## config.mk

```make
export PLATFORM = sky130hd
export DESIGN_NAME = lab1_button_debouncer
export DESIGN_NICKNAME = d
export VERILOG_FILES = /design/src/rtl/lab1_debounce_pkg.sv /design/src/rtl/lab1_debounce_channel.sv /design/src/rtl/lab1_button_debouncer.sv
export SDC_FILE = /design/constraint.sdc
export NUM_CORES = 1
export LEC_CHECK = 0
export CAP_MARGIN = 20
export CORE_ASPECT_RATIO = 0.6
export CORE_MARGIN = 3
export CORE_UTILIZATION = 40
export CTS_BUF_LIST = sky130_fd_sc_hd__clkbuf_8
export DETAILED_ROUTE_END_ITERATION = 7
export PLACE_DENSITY = 0.63
export REMOVE_ABC_BUFFERS = 1
export SLEW_MARGIN = 10
export SYNTH_ARGS = -nofsm -noshare
export SYNTH_HDL_FRONTEND = slang
export SYNTH_SLANG_ARGS = --single-unit
```

## constraint.sdc

```tcl
create_clock -name clk -period 3.3 [get_ports clk]
set_clock_uncertainty 0.2 [all_clocks]
set_input_delay 0.66 -clock clk [delete_from_list [all_inputs] [get_ports clk]]
set_output_delay 0.66 -clock clk [all_outputs]
set_load 0.1 [all_outputs]
```

## src/rtl/lab1_debounce_pkg.sv

```systemverilog
// Shared types and helpers for the lab1 push-button debouncer.
// Consumed by lab1_debounce_channel and lab1_button_debouncer.
package lab1_debounce_pkg;

   typedef enum logic [1:0] {
      IDLE_REL   = 2'd0,
      CAND_PRESS = 2'd1,
      HELD       = 2'd2,
      CAND_REL   = 2'd3
   } db_state_t;

   localparam int DEFAULT_STABLE_CYCLES = 1_000_000;

   // Counter must be able to hold STABLE_CYCLES itself, hence the +1.
   function automatic int cnt_width(input int stable);
      return $clog2(stable + 1);
   endfunction

endpackage

```

## src/rtl/lab1_debounce_channel.sv

```systemverilog
// One debouncer channel: two-flop synchroniser, stability counter and FSM.
// Press/release strobe registers exist only when DEBOUNCE_PULSE_EN is defined.
module lab1_debounce_channel
   import lab1_debounce_pkg::*;
#(
   parameter int STABLE_CYCLES = DEFAULT_STABLE_CYCLES,
   parameter bit ACTIVE_LOW    = 1'b1
) (
   input  logic clk,
   input  logic reset,
   input  logic button_raw,
   output logic button_db,
   output logic press_pulse,
   output logic release_pulse
);

   localparam int               CNT_W   = cnt_width(STABLE_CYCLES);
   localparam logic [CNT_W-1:0] CNT_MAX = CNT_W'(STABLE_CYCLES);
   localparam logic [CNT_W-1:0] CNT_ONE = CNT_W'(1);

   logic             sync1;
   logic             sync2;
   logic [CNT_W-1:0] count;
   db_state_t        state;

   always_ff @(posedge clk) begin
      if (reset) begin
         sync1 <= 1'b0;
         sync2 <= 1'b0;
      end else begin
         sync1 <= button_raw ^ ACTIVE_LOW;
         sync2 <= sync1;
      end
   end

`ifdef DEBOUNCE_PULSE_EN
   logic press_q;
   logic release_q;
`endif

   // A candidate state is only left towards the new level once the counter
   // has reached STABLE_CYCLES and the sample still agrees; any disagreeing
   // sample drops straight back to the settled state with the count cleared.
   always_ff @(posedge clk) begin
      if (reset) begin
         state     <= IDLE_REL;
         count     <= '0;
         button_db <= 1'b0;
`ifdef DEBOUNCE_PULSE_EN
         press_q   <= 1'b0;
         release_q <= 1'b0;
`endif
      end else begin
`ifdef DEBOUNCE_PULSE_EN
         press_q   <= 1'b0;
         release_q <= 1'b0;
`endif
         case (state)
            IDLE_REL: begin
               if (sync2) begin
                  state <= CAND_PRESS;
                  count <= CNT_ONE;
               end else begin
                  count <= '0;
               end
            end
            CAND_PRESS: begin
               if (!sync2) begin
                  state <= IDLE_REL;
                  count <= '0;
               end else if (count == CNT_MAX) begin
                  state     <= HELD;
                  button_db <= 1'b1;
                  count     <= '0;
`ifdef DEBOUNCE_PULSE_EN
                  press_q   <= 1'b1;
`endif
               end else begin
                  count <= count + CNT_ONE;
               end
            end
            HELD: begin
               if (!sync2) begin
                  state <= CAND_REL;
                  count <= CNT_ONE;
               end else begin
                  count <= '0;
               end
            end
            CAND_REL: begin
               if (sync2) begin
                  state <= HELD;
                  count <= '0;
               end else if (count == CNT_MAX) begin
                  state     <= IDLE_REL;
                  button_db <= 1'b0;
                  count     <= '0;
`ifdef DEBOUNCE_PULSE_EN
                  release_q <= 1'b1;
`endif
               end else begin
                  count <= count + CNT_ONE;
               end
            end
            default: begin
               state     <= IDLE_REL;
               count     <= '0;
               button_db <= 1'b0;
            end
         endcase
      end
   end

`ifdef DEBOUNCE_PULSE_EN
   assign press_pulse   = press_q;
   assign release_pulse = release_q;
`else
   assign press_pulse   = 1'b0;
   assign release_pulse = 1'b0;
`endif

endmodule

```

## src/rtl/lab1_button_debouncer.sv

```systemverilog
// WIDTH-channel button debouncer feeding the button PIO in_port.
// Strobe outputs are live only when DEBOUNCE_PULSE_EN is defined, else tied to 0.
module lab1_button_debouncer
   import lab1_debounce_pkg::*;
#(
   parameter int WIDTH         = 5,
   parameter int STABLE_CYCLES = DEFAULT_STABLE_CYCLES,
   parameter bit ACTIVE_LOW    = 1'b1
) (
   input  logic             clk,
   input  logic             reset,
   input  logic [WIDTH-1:0] buttons_raw,
   output logic [WIDTH-1:0] buttons_db,
   output logic [WIDTH-1:0] press_pulse,
   output logic [WIDTH-1:0] release_pulse
);

   for (genvar i = 0; i < WIDTH; i++) begin : g_chan
      lab1_debounce_channel #(
         .STABLE_CYCLES (STABLE_CYCLES),
         .ACTIVE_LOW    (ACTIVE_LOW)
      ) u_chan (
         .clk           (clk),
         .reset         (reset),
         .button_raw    (buttons_raw[i]),
         .button_db     (buttons_db[i]),
         .press_pulse   (press_pulse[i]),
         .release_pulse (release_pulse[i])
      );
   end

endmodule

```

==> results of run 1 <==
[path summary, 6_finish.rpt]
kind                                           startpoint                   endpoint  cells past startpoint
worst min register to register     g_chan[1].u_chan.sync1     g_chan[1].u_chan.sync2                      1
worst max register to register  g_chan[4].u_chan.count[4]  g_chan[4].u_chan.count[4]                      4
worst min-delay path               g_chan[1].u_chan.sync1     g_chan[1].u_chan.sync2                      1
worst max-delay path            g_chan[4].u_chan.count[4]  g_chan[4].u_chan.count[4]                      4
[cell usage after synthesis (11+ instances only)]
cell and instances:
dfxtp_1 125, nor2_1 76, nand3_1 48, xor2_1 38
a21oi_1 37, inv_1 36, nand2_1 33, nand4_1 27
o21ai_0 27, xnor2_1 25, or3_1 18, or4_1 18
and4_1 15, buf_4 15, o31ai_1 14, clkbuf_1 12
and3_1 11, nor3_1 11, nor4_1 11
[cell usage in the layout, fill, tap and decap left out, drive strengths merged, types with 11 or more instances in the layout]
master,instances
or4,19
xnor2,25
nand4,27
inv,38
o21ai,27
nor4,11
dfxtp,125
a21oi,37
or3,18
clkbuf,20
nand2,33
nor3,11
xor2,38
and3,11
o31ai,14
and4,16
nor2,76
nand3,48
[final cells by class]
type | instances | area share [%]
multi-input cells | 486 | 46.3
clock buffers | 20 | 4.27
flip-flops and latches | 125 | 38.8
well taps | 192 | 3.73
clock inverters | 12 | 2.62
repair buffers | 16 | 2.10
inverters | 36 | 2.10
[worst max-delay path, cell delays in order (launching register included)]
cell     delay (ps)
dfxtp_1         370
or4b_1          590
nor4_1          620
a21o_1          600
nor2_1          110
[layer usage]
metal  vias to the layer above  part of all wire, %
met5                         -                    0
met4                         0                 0.97
met3                        12                  4.1
met2                        90                   44
met1                      2228                   51
li1                       2402                    -
[logic make-up after synthesis]
family                     share of synthesized area, %
and+or+nand+nor                                    28.8
DFF                                                43.5
AOI/OAI and AO/OA                                  10.6
buffers and inverters                              5.26
xor gates and xnor gates                           9.58
adders and majority gates                          2.17
other                                            0.0651
[power breakdown]
part           internal, uW  switching [uW]
Sequential             1520            12.1
Combinational          30.3             130
Clock                   878             608
Total                  2430             751
[through the flow]
stage	std cells	setup slack (ps)	hold slack (ps)	cell area, um^2	utilization [%]
global route	887	540	259	6440	46.4
CTS	887	746	242	6440	46.4
finish	887	689	238	6440	46.4
detailed placement	855	629	225	6000	43.2
global placement	855	695	220	6000	43.2
floorplan	647	1030	214	5620	-
[flip-flops by register name, summed over array words and instances (netlist names), named ones only]
| register | flops |
|---|---|
| g_chan.u_chan.count | 100 |
| g_chan.u_chan.button_db | 5 |
| g_chan.u_chan.state | 5 |
| g_chan.u_chan.sync1 | 5 |
| g_chan.u_chan.sync2 | 5 |
==> summary.txt, run 1 <==
Run status
  – Outcome: finished, final reports clean

Clock network
  – Total CTS buffers: 17
  – Post-cts resize count: 0
  – Setup repair bufs after CTS: 0
  – Root Buffer: clkbuf_8
  – CTS sink cnt: approximately 130
  – CTS H-tree lvls: 4
  – Worst-Skew Late Latency: 420 ps
  – Hold_buf cts: 0
  – CTS tree: yes
  – CTS Buffer Depth: 2
  – Clk slew on worst S/H paths: about 70 ps

Placement
  – IO Port Bufs: 11
  – Global placer's final weighted congestion: slightly below 0.8
  – Final HPWL DP: approximately 8100 um

Timing
  – Max Freq: roughly 0.38 GHz
  – Final Critical Period: ~2600 ps
  – Unrepaired setup endpoints after global routing: no
  – Setup_tns: 0 ps
  – Slew HR: a little under three fifths
  – Worst slew pin tran: around 640 ps
  – Fin. Hold Viols: 0
  – Max Transition Viols Final: 0
  – Final period util: between 70% and 80%
  – Final setup fails: 0

Finish
  – Register area: about 0.0025 mm^2
  – Nets: around 700
  – Synth-to-Final Area Change: 11.9%
  – N_diodes: 0
  – Fillers: approximately 1,300
  – Multi-input logic area: about 0.003 mm^2
  – Fraction of layout cells with a size suffix above 1: 6.76%

Floorplan
  – Die ar.: 0.0159 mm^2
  – DIE WIDTH: approximately 160 um
  – IO Count: 22
  – Core area: roughly 0.014 mm^2
  – Starting Density: 41.5%
  – Std-Cell Rows: 33
  – Die height: approximately 99 um

Routing
  – Routed Antenna Nets: 0
  – Vias: 4,732
  – Vias/cell: between 5 and 6
  – First drt pass iteration count: 5
  – Drt drc: 0
  – DR iter-0 viols: roughly 270
  – Final wirelength: 11,600 um
  – Avg WL per Cell: 13.1 um

GRT
  – Vias in the first global route: ~4,400
  – Met2 Usage GRT: between 20 and 25%
  – Overflow after GRT: 0
  – GR Layer Usage met1: 20.5%
  – Total GRT Usage: about 15%
  – GRT Max-Usage Layer: met2
  – Initial antenna violation count: 0
  – Largest net degree at the start of global routing: 20
  – First-pass GRT wire length: 19,900 um
  – GR Util met3: about 4%

Worst setup path
  – Startpoint type of the worst setup path: flip-flop
  – Data arrival time of the critical path: ~2700 ps
  – CP required: between 3000 and 4000 ps
  – Critical Path Sink Type: flip-flop
  – Register-to-register setup slack: between 600 and 700 ps
  – Setup CP Type: flip-flop to flip-flop
  – CP Max Fanout: 19

Pwr
  – VDD IR-drop max: roughly 0.00022 V
  – Pwr dens: ~490 mW/mm^2
  – Lkg Pwr: around 0.002 uW
  – Tot Pwr: around 3200 uW

Logic synthesis
  – Post-synth top area cell: dfxtp_1
  – Seq cells post-synth: 125
  – Post-synth top area share: between 40% and 50%
  – Syn avg cell area: approximately 8.6 um^2
  – Dominant cells by area after synthesis: dfxtp_1 43%, xor2_1 5.8%, nor2_1 5.0%
  – Post-synth EDFFs: 0
  – YS warnings: 0
  – Register area share after synthesis: 43.5%
  – Mapped Cells: around 670
  – Fraction of registers with async set/reset: 0%
  – Distinct cells, synth: 47
  – Synth Flop Type: dfxtp_1
  – Synthesized area: between 0.005 and 0.006 mm^2

Job
  – Max-Cap Viols: 0

Worst hold path
  – Hold WC Path Type: flip-flop to flip-flop
Note: power is estimated with default switching activity, not from simulation.
==> run 2, diff against run 1 <==
PLACE_DENSITY = 0.65   (was 0.63)
clock period = 2.3 ns   (was 3.3 ns; I/O delays follow)
==> run 2 against run 1 <==
Against the previous run:
- cell area grew 1.8%
- wire length shrank 0.96%
- utilization is 0.85 points higher
- register-to-register slack got worse by 610 ps
- combinational power is 45% higher
- power is 40% higher
- worst setup slack worse by 610 ps
- global-route usage rose by 0.095 points
- critical endpoint is now g_chan[4].u_chan.button_db
- largest cell class unchanged
==> summary.txt, run 2 (synthesis results as in run 1) <==
Run status
  – Outcome: finished, final reports clean

GRT
  – Total GRT Usage: between 10% and 20%
  – Vias in the first global route: 4,366
  – Largest net degree at the start of global routing: 20
  – Initial antenna violation count: 0
  – Overflow after GRT: 0
  – First-pass GRT wire length: between 20,000 and 25,000 um

Clock network
  – Worst-Skew Late Latency: between 400 and 500 ps
  – CTS Buffer Depth: 2
  – Clk slew on worst S/H paths: about 80 ps
  – Root Buffer: clkbuf_8
  – Hold_buf cts: 0
  – CTS tree: yes
  – CTS sink cnt: about 130
  – CTS H-tree lvls: 4
  – Total CTS buffers: 17

Routing
  – DR iter-0 viols: 265
  – Vias: about 4,700
  – Avg WL per Cell: approximately 13 um
  – First drt pass iteration count: 4
  – Final wirelength: roughly 11,000 um
  – Drt drc: 0
  – Routed Antenna Nets: 0
  – Vias/cell: between 5 and 6

Job
  – Max-Cap Viols: 0

Timing
  – Final setup fails: 0
  – Final Critical Period: about 2200 ps
  – Max Freq: ~0.45 GHz
  – Worst slew pin tran: roughly 500 ps
  – Hold slack: between 200 and 250 ps
  – Final period util: between 90% and 100%
  – Fin. Hold Viols: 0
  – Setup_tns: 0 ps
  – Max Transition Viols Final: 0
  – Unrepaired setup endpoints after global routing: no
  – Slew HR: approximately 65%

Pwr
  – Sequential Power Share: between 40% and 50%
  – Clock share of power: about 45%
  – Combinational share of power: 5.2%
  – Tot Pwr: around 4500 uW
  – Pwr dens: about 680 mW/mm^2
  – VDD IR-drop max: 0.000426 V
  – Lkg Pwr: roughly 0.002 uW
  – Sw Share: about 25%
  – Sw power: about 1100 uW
  – Int Power: 3370 uW

Finish
  – Max FFs per register: 100
  – Fin area: about 0.0066 mm^2
  – Synth-to-Final Area Change: 14.0%
  – Biggest register: g_chan.u_chan.count
  – Most common cell after layout, fill and taps aside: dfxtp_1
  – N_diodes: 0
  – Most frequent cells in the layout: 125 x dfxtp_1, 76 x nor2_1, 48 x nand3_1
  – Final cell utilization of the core: between 40% and 50%
  – Nets: ~720
  – Fraction of layout cells with a size suffix above 1: a little under a tenth

Placement
  – IO Port Bufs: 11
  – Global placer's final weighted congestion: between 0.8 and 0.9
  – Placed inst area: slightly above 0.006 mm^2
  – Final HPWL DP: 8140 um

Floorplan
  – IO Count: 22
  – DIE WIDTH: 161 um
  – Std-Cell Rows: 33
  – Core area: roughly 0.014 mm^2
  – Starting Density: 41.5%
  – Die ar.: 0.0159 mm^2
  – Die height: 98.9 um

Worst setup path
  – Kind of cell adding the most delay to the critical path: simple AND/OR/NAND/NOR gates
  – Critical Path Slowest Stage Cell: or4b_4
  – Data arrival time of the critical path: roughly 2400 ps
  – Startpoint type of the worst setup path: flip-flop
  – CP required: ~2500 ps
  – Setup CP Type: flip-flop to flip-flop
  – Critical path's largest stage delay: around 530 ps
  – CP Cell Sequence: or4b_4 > or4_4 > or4_1 > a31oi_1
  – Critical path buffers and inverters: 0
  – CP Max Fanout: 3
  – Critical Path Sink Type: flip-flop

Worst hold path
  – Hold WC Path Type: flip-flop to flip-flop
[run 2: cell types whose count changed in the layout (fill, tap and decap cells not counted), moves of 2 or more]
| cell | previous run | this run |
|---|---|---|
| clkinvlp_4 | 3 | 1 |
| clkinv_4 | 1 | 3 |
| inv_6 | 0 | 3 |
| buf_4 | 10 | 25 |
[run 2: metrics by stage]
stage                     worst slack [ps]  instances
after floorplan                       27.5        647
after global placement                14.1        867
after detailed placement             0.346        867
after CTS                             25.7        899
after global routing                  9.75        903
final                                 83.0        903
[run 2: cell type report]
class,instances,area [um^2]
tap,192,240
clock inverter,13,164
timing repair buffer,32,268
fill,1368,7310
multi-input combinational,486,2990
sequential,125,2500
inverter,36,135
clock buffer,19,262
[run 2: final timing paths]
| path | slack (ps) | cells past startpoint | startpoint | to |
|---|---|---|---|---|
| worst max-delay path | 80 | 4 | g_chan[4].u_chan.count[7] | g_chan[4].u_chan.button_db |
| worst max register to register | 80 | 4 | g_chan[4].u_chan.count[7] | g_chan[4].u_chan.button_db |
| worst min-delay path | 240 | 1 | g_chan[1].u_chan.sync1 | g_chan[1].u_chan.sync2 |
| worst min register to register | 240 | 1 | g_chan[1].u_chan.sync1 | g_chan[1].u_chan.sync2 |
[run 2: what timing repair did]
item / CTS / global route
buffers inserted: 0 / 4
gates resized for setup: 1 / 0
endpoints found under the setup margin: 1 / 23
pin swaps: 1 / 2
[run 2: worst register-to-register path, stage by stage, from the launching register on]
cell	delay, ps
dfxtp_1	320
or4b_4	530
or4_4	490
or4_1	470
a31oi_1	130
[run 2: power by group through the flow]
stage | Combinational, uW | Sequential, uW | Clock (uW)
detailed placement | 234 | 2260 | 0
CTS | 234 | 2210 | 2080
global placement | 232 | 2250 | 0
floorplan | 107 | 2330 | 0
global route | 246 | 2210 | 2170
finish | 233 | 2200 | 2030
[run 2: routing by layer]
metal / wire (um) / vias to the layer above / global-route usage (%)
met1: 6140 / 2180 / 21.7
met4: 121 / 0 / 4.82
met5: 0 / - / 0
met2: 4800 / 66 / 22.6
met3: 436 / 12 / 3.57
li1: - / 2434 / -
==> run 3, diff against run 2 <==
clock period = 1.9 ns   (was 2.3 ns; I/O delays follow)
==> run 3 against run 2 <==
Against the previous run:
- the flow now finishes with violations (negative setup slack)
- worst hold slack better by 1.2 ps
- largest power group unchanged
- non-clock buffer count is 99 higher
- combinational power is 45% higher
- critical path depth stayed put
- sequential power is 21% higher
- final cell count is 11% higher
- via count is 14% higher
- clock-buffer cell count is 1 higher
==> summary.txt, run 3 (synthesis results as in run 1) <==
Finish
  – Max FFs per register: 100
  – Synth-to-Final Area Change: 35.0%
  – Fraction of layout cells with a size suffix above 1: between 30% and 40%
  – Layout Cells excl Fill: roughly 1,000
  – Nets: around 800
  – Biggest register: g_chan.u_chan.count
  – Final cell utilization of the core: a little under three fifths
  – Most frequent cells in the layout: 105 x buf_4, 99 x dfxtp_1, 65 x nor2_1
  – Most common cell after layout, fill and taps aside: buf_4
  – Fillers: 1,211
  – N_diodes: 0
  – Fin area: between 0.007 and 0.008 mm^2

Routing
  – Drt drc: 0
  – Vias: between 5,000 and 6,000
  – First drt pass iteration count: 5
  – Avg WL per Cell: roughly 14 um
  – Routed Antenna Nets: 0
  – DR iter-0 viols: between 300 and 400
  – Final wirelength: approximately 14,000 um
  – Vias/cell: 5.32

GRT
  – Vias in the first global route: a little under 5,000
  – First-pass GRT wire length: between 20,000 and 25,000 um
  – Initial antenna violation count: 0
  – Total GRT Usage: 16.8%
  – Largest net degree at the start of global routing: 20
  – Overflow after GRT: 0

Floorplan
  – Die ar.: between 0.015 and 0.02 mm^2
  – Std-Cell Rows: 33
  – Core area: about 0.014 mm^2
  – DIE WIDTH: ~160 um
  – Die height: 98.9 um
  – Starting Density: approximately 41%
  – IO Count: 22

Timing
  – Max Transition Viols Final: 0
  – Final Critical Period: roughly 2300 ps
  – Setup ws final: -371 ps
  – Final period util: 120%
  – Unrepaired setup endpoints after global routing: yes
  – Final setup fails: 39
  – Fin. Hold Viols: 0
  – Max Freq: about 0.44 GHz

Worst setup path
  – CP Max Fanout: 3
  – Data arrival time of the critical path: between 2000 and 2500 ps
  – Critical Path Slowest Stage Cell: or4b_4
  – Register-to-register setup slack: -370 ps
  – Setup CP Type: flip-flop to flip-flop
  – CP Cell Sequence: or4b_4 > or4_4 > or4_4 > a31oi_1
  – CP required: 2060 ps
  – Crit-path most repeated cell: or4_4
  – Critical path's largest stage delay: 530 ps
  – Critical Path Sink Type: flip-flop
  – Startpoint type of the worst setup path: flip-flop

Pwr
  – Lkg Pwr: roughly 0.0026 uW
  – Tot Pwr: 5250 uW
  – Pwr dens: roughly 680 mW/mm^2
  – VDD IR-drop max: 0.000363 V

Placement
  – Final HPWL DP: about 10000 um
  – Dpl ws: -382 ps
  – IO Port Bufs: 11
  – Placed inst area: just under 0.007 mm^2
  – Dpl cells: roughly 960
  – Global placer's final weighted congestion: just under 0.8

Clock network
  – Clk slew on worst S/H paths: 80 ps
  – Hold_buf cts: 0
  – CTS sink cnt: around 130
  – CTS H-tree lvls: 4
  – Root Buffer: clkbuf_8
  – CTS Buffer Depth: 2
  – Worst-Skew Late Latency: approximately 430 ps
  – CTS tree: yes
  – Total CTS buffers: 17

Worst hold path
  – Hold WC Path Type: flip-flop to flip-flop

Run status
  – Failing checks: negative setup slack
  – Outcome: finished, violations left

Job
  – Max-Cap Viols: 0
## run 3: stage by stage
step / hold slack, ps / TNS [ps]
floorplan: 214 / -25910
global placement: 222 / -2140
detailed placement: 227 / -2970
CTS: 244 / -1920
global route: 252 / -6110
finish: 240 / -2080
## run 3: report_power, final
part | leakage (uW) | internal [uW] | switching, uW
combinational | 0.00143 | 104 | 235
clock | 0.000187 | 1140 | 1100
sequential | 0.00102 | 2650 | 28.3
total | 0.00264 | 3890 | 1360
## run 3: area by class of cell
cell class | count | area, um^2 | area share, %
inverter | 36 | 135 | 1.74
timing repair buffer | 131 | 1160 | 14.9
sequential | 125 | 2540 | 32.6
multi-input combinational | 486 | 3320 | 42.7
tap | 192 | 240 | 3.09
clock buffer | 20 | 275 | 3.54
clock inverter | 12 | 114 | 1.46
## run 3: what timing repair did
item                                    4_1_cts  5_1_grt
buffers inserted                              3        8
gates cloned                                  0        4
gates resized for setup                      18      105
pin swaps                                     9       37
endpoints found under the setup margin       55      105
## run 3: worst paths after layout
check                            startpoint                         end  cells after the start
hold reg to reg      g_chan[1].u_chan.sync1      g_chan[1].u_chan.sync2                      1
setup / recovery  g_chan[4].u_chan.count[5]  g_chan[4].u_chan.button_db                      4
setup reg to reg  g_chan[4].u_chan.count[5]  g_chan[4].u_chan.button_db                      4
hold / removal       g_chan[1].u_chan.sync1      g_chan[1].u_chan.sync2                      1
## run 3: layer usage
metal | GRT usage (%) | vias to the layer above | routed length [um]
met5 | 0 | - | 0
met4 | 6.01 | 0 | 163
met3 | 4.24 | 17 | 587
met2 | 27.0 | 108 | 6570
met1 | 22.1 | 2566 | 6880
li1 | - | 2635 | -
## run 3: worst max-delay path: cells and delay by family, from the launching register on
| family | cells | cell delay, ps |
|---|---|---|
| and+or+nand+nor | 3 | 1540 |
| DFF | 1 | 330 |
| AOI/OAI and AO/OA | 1 | 130 |
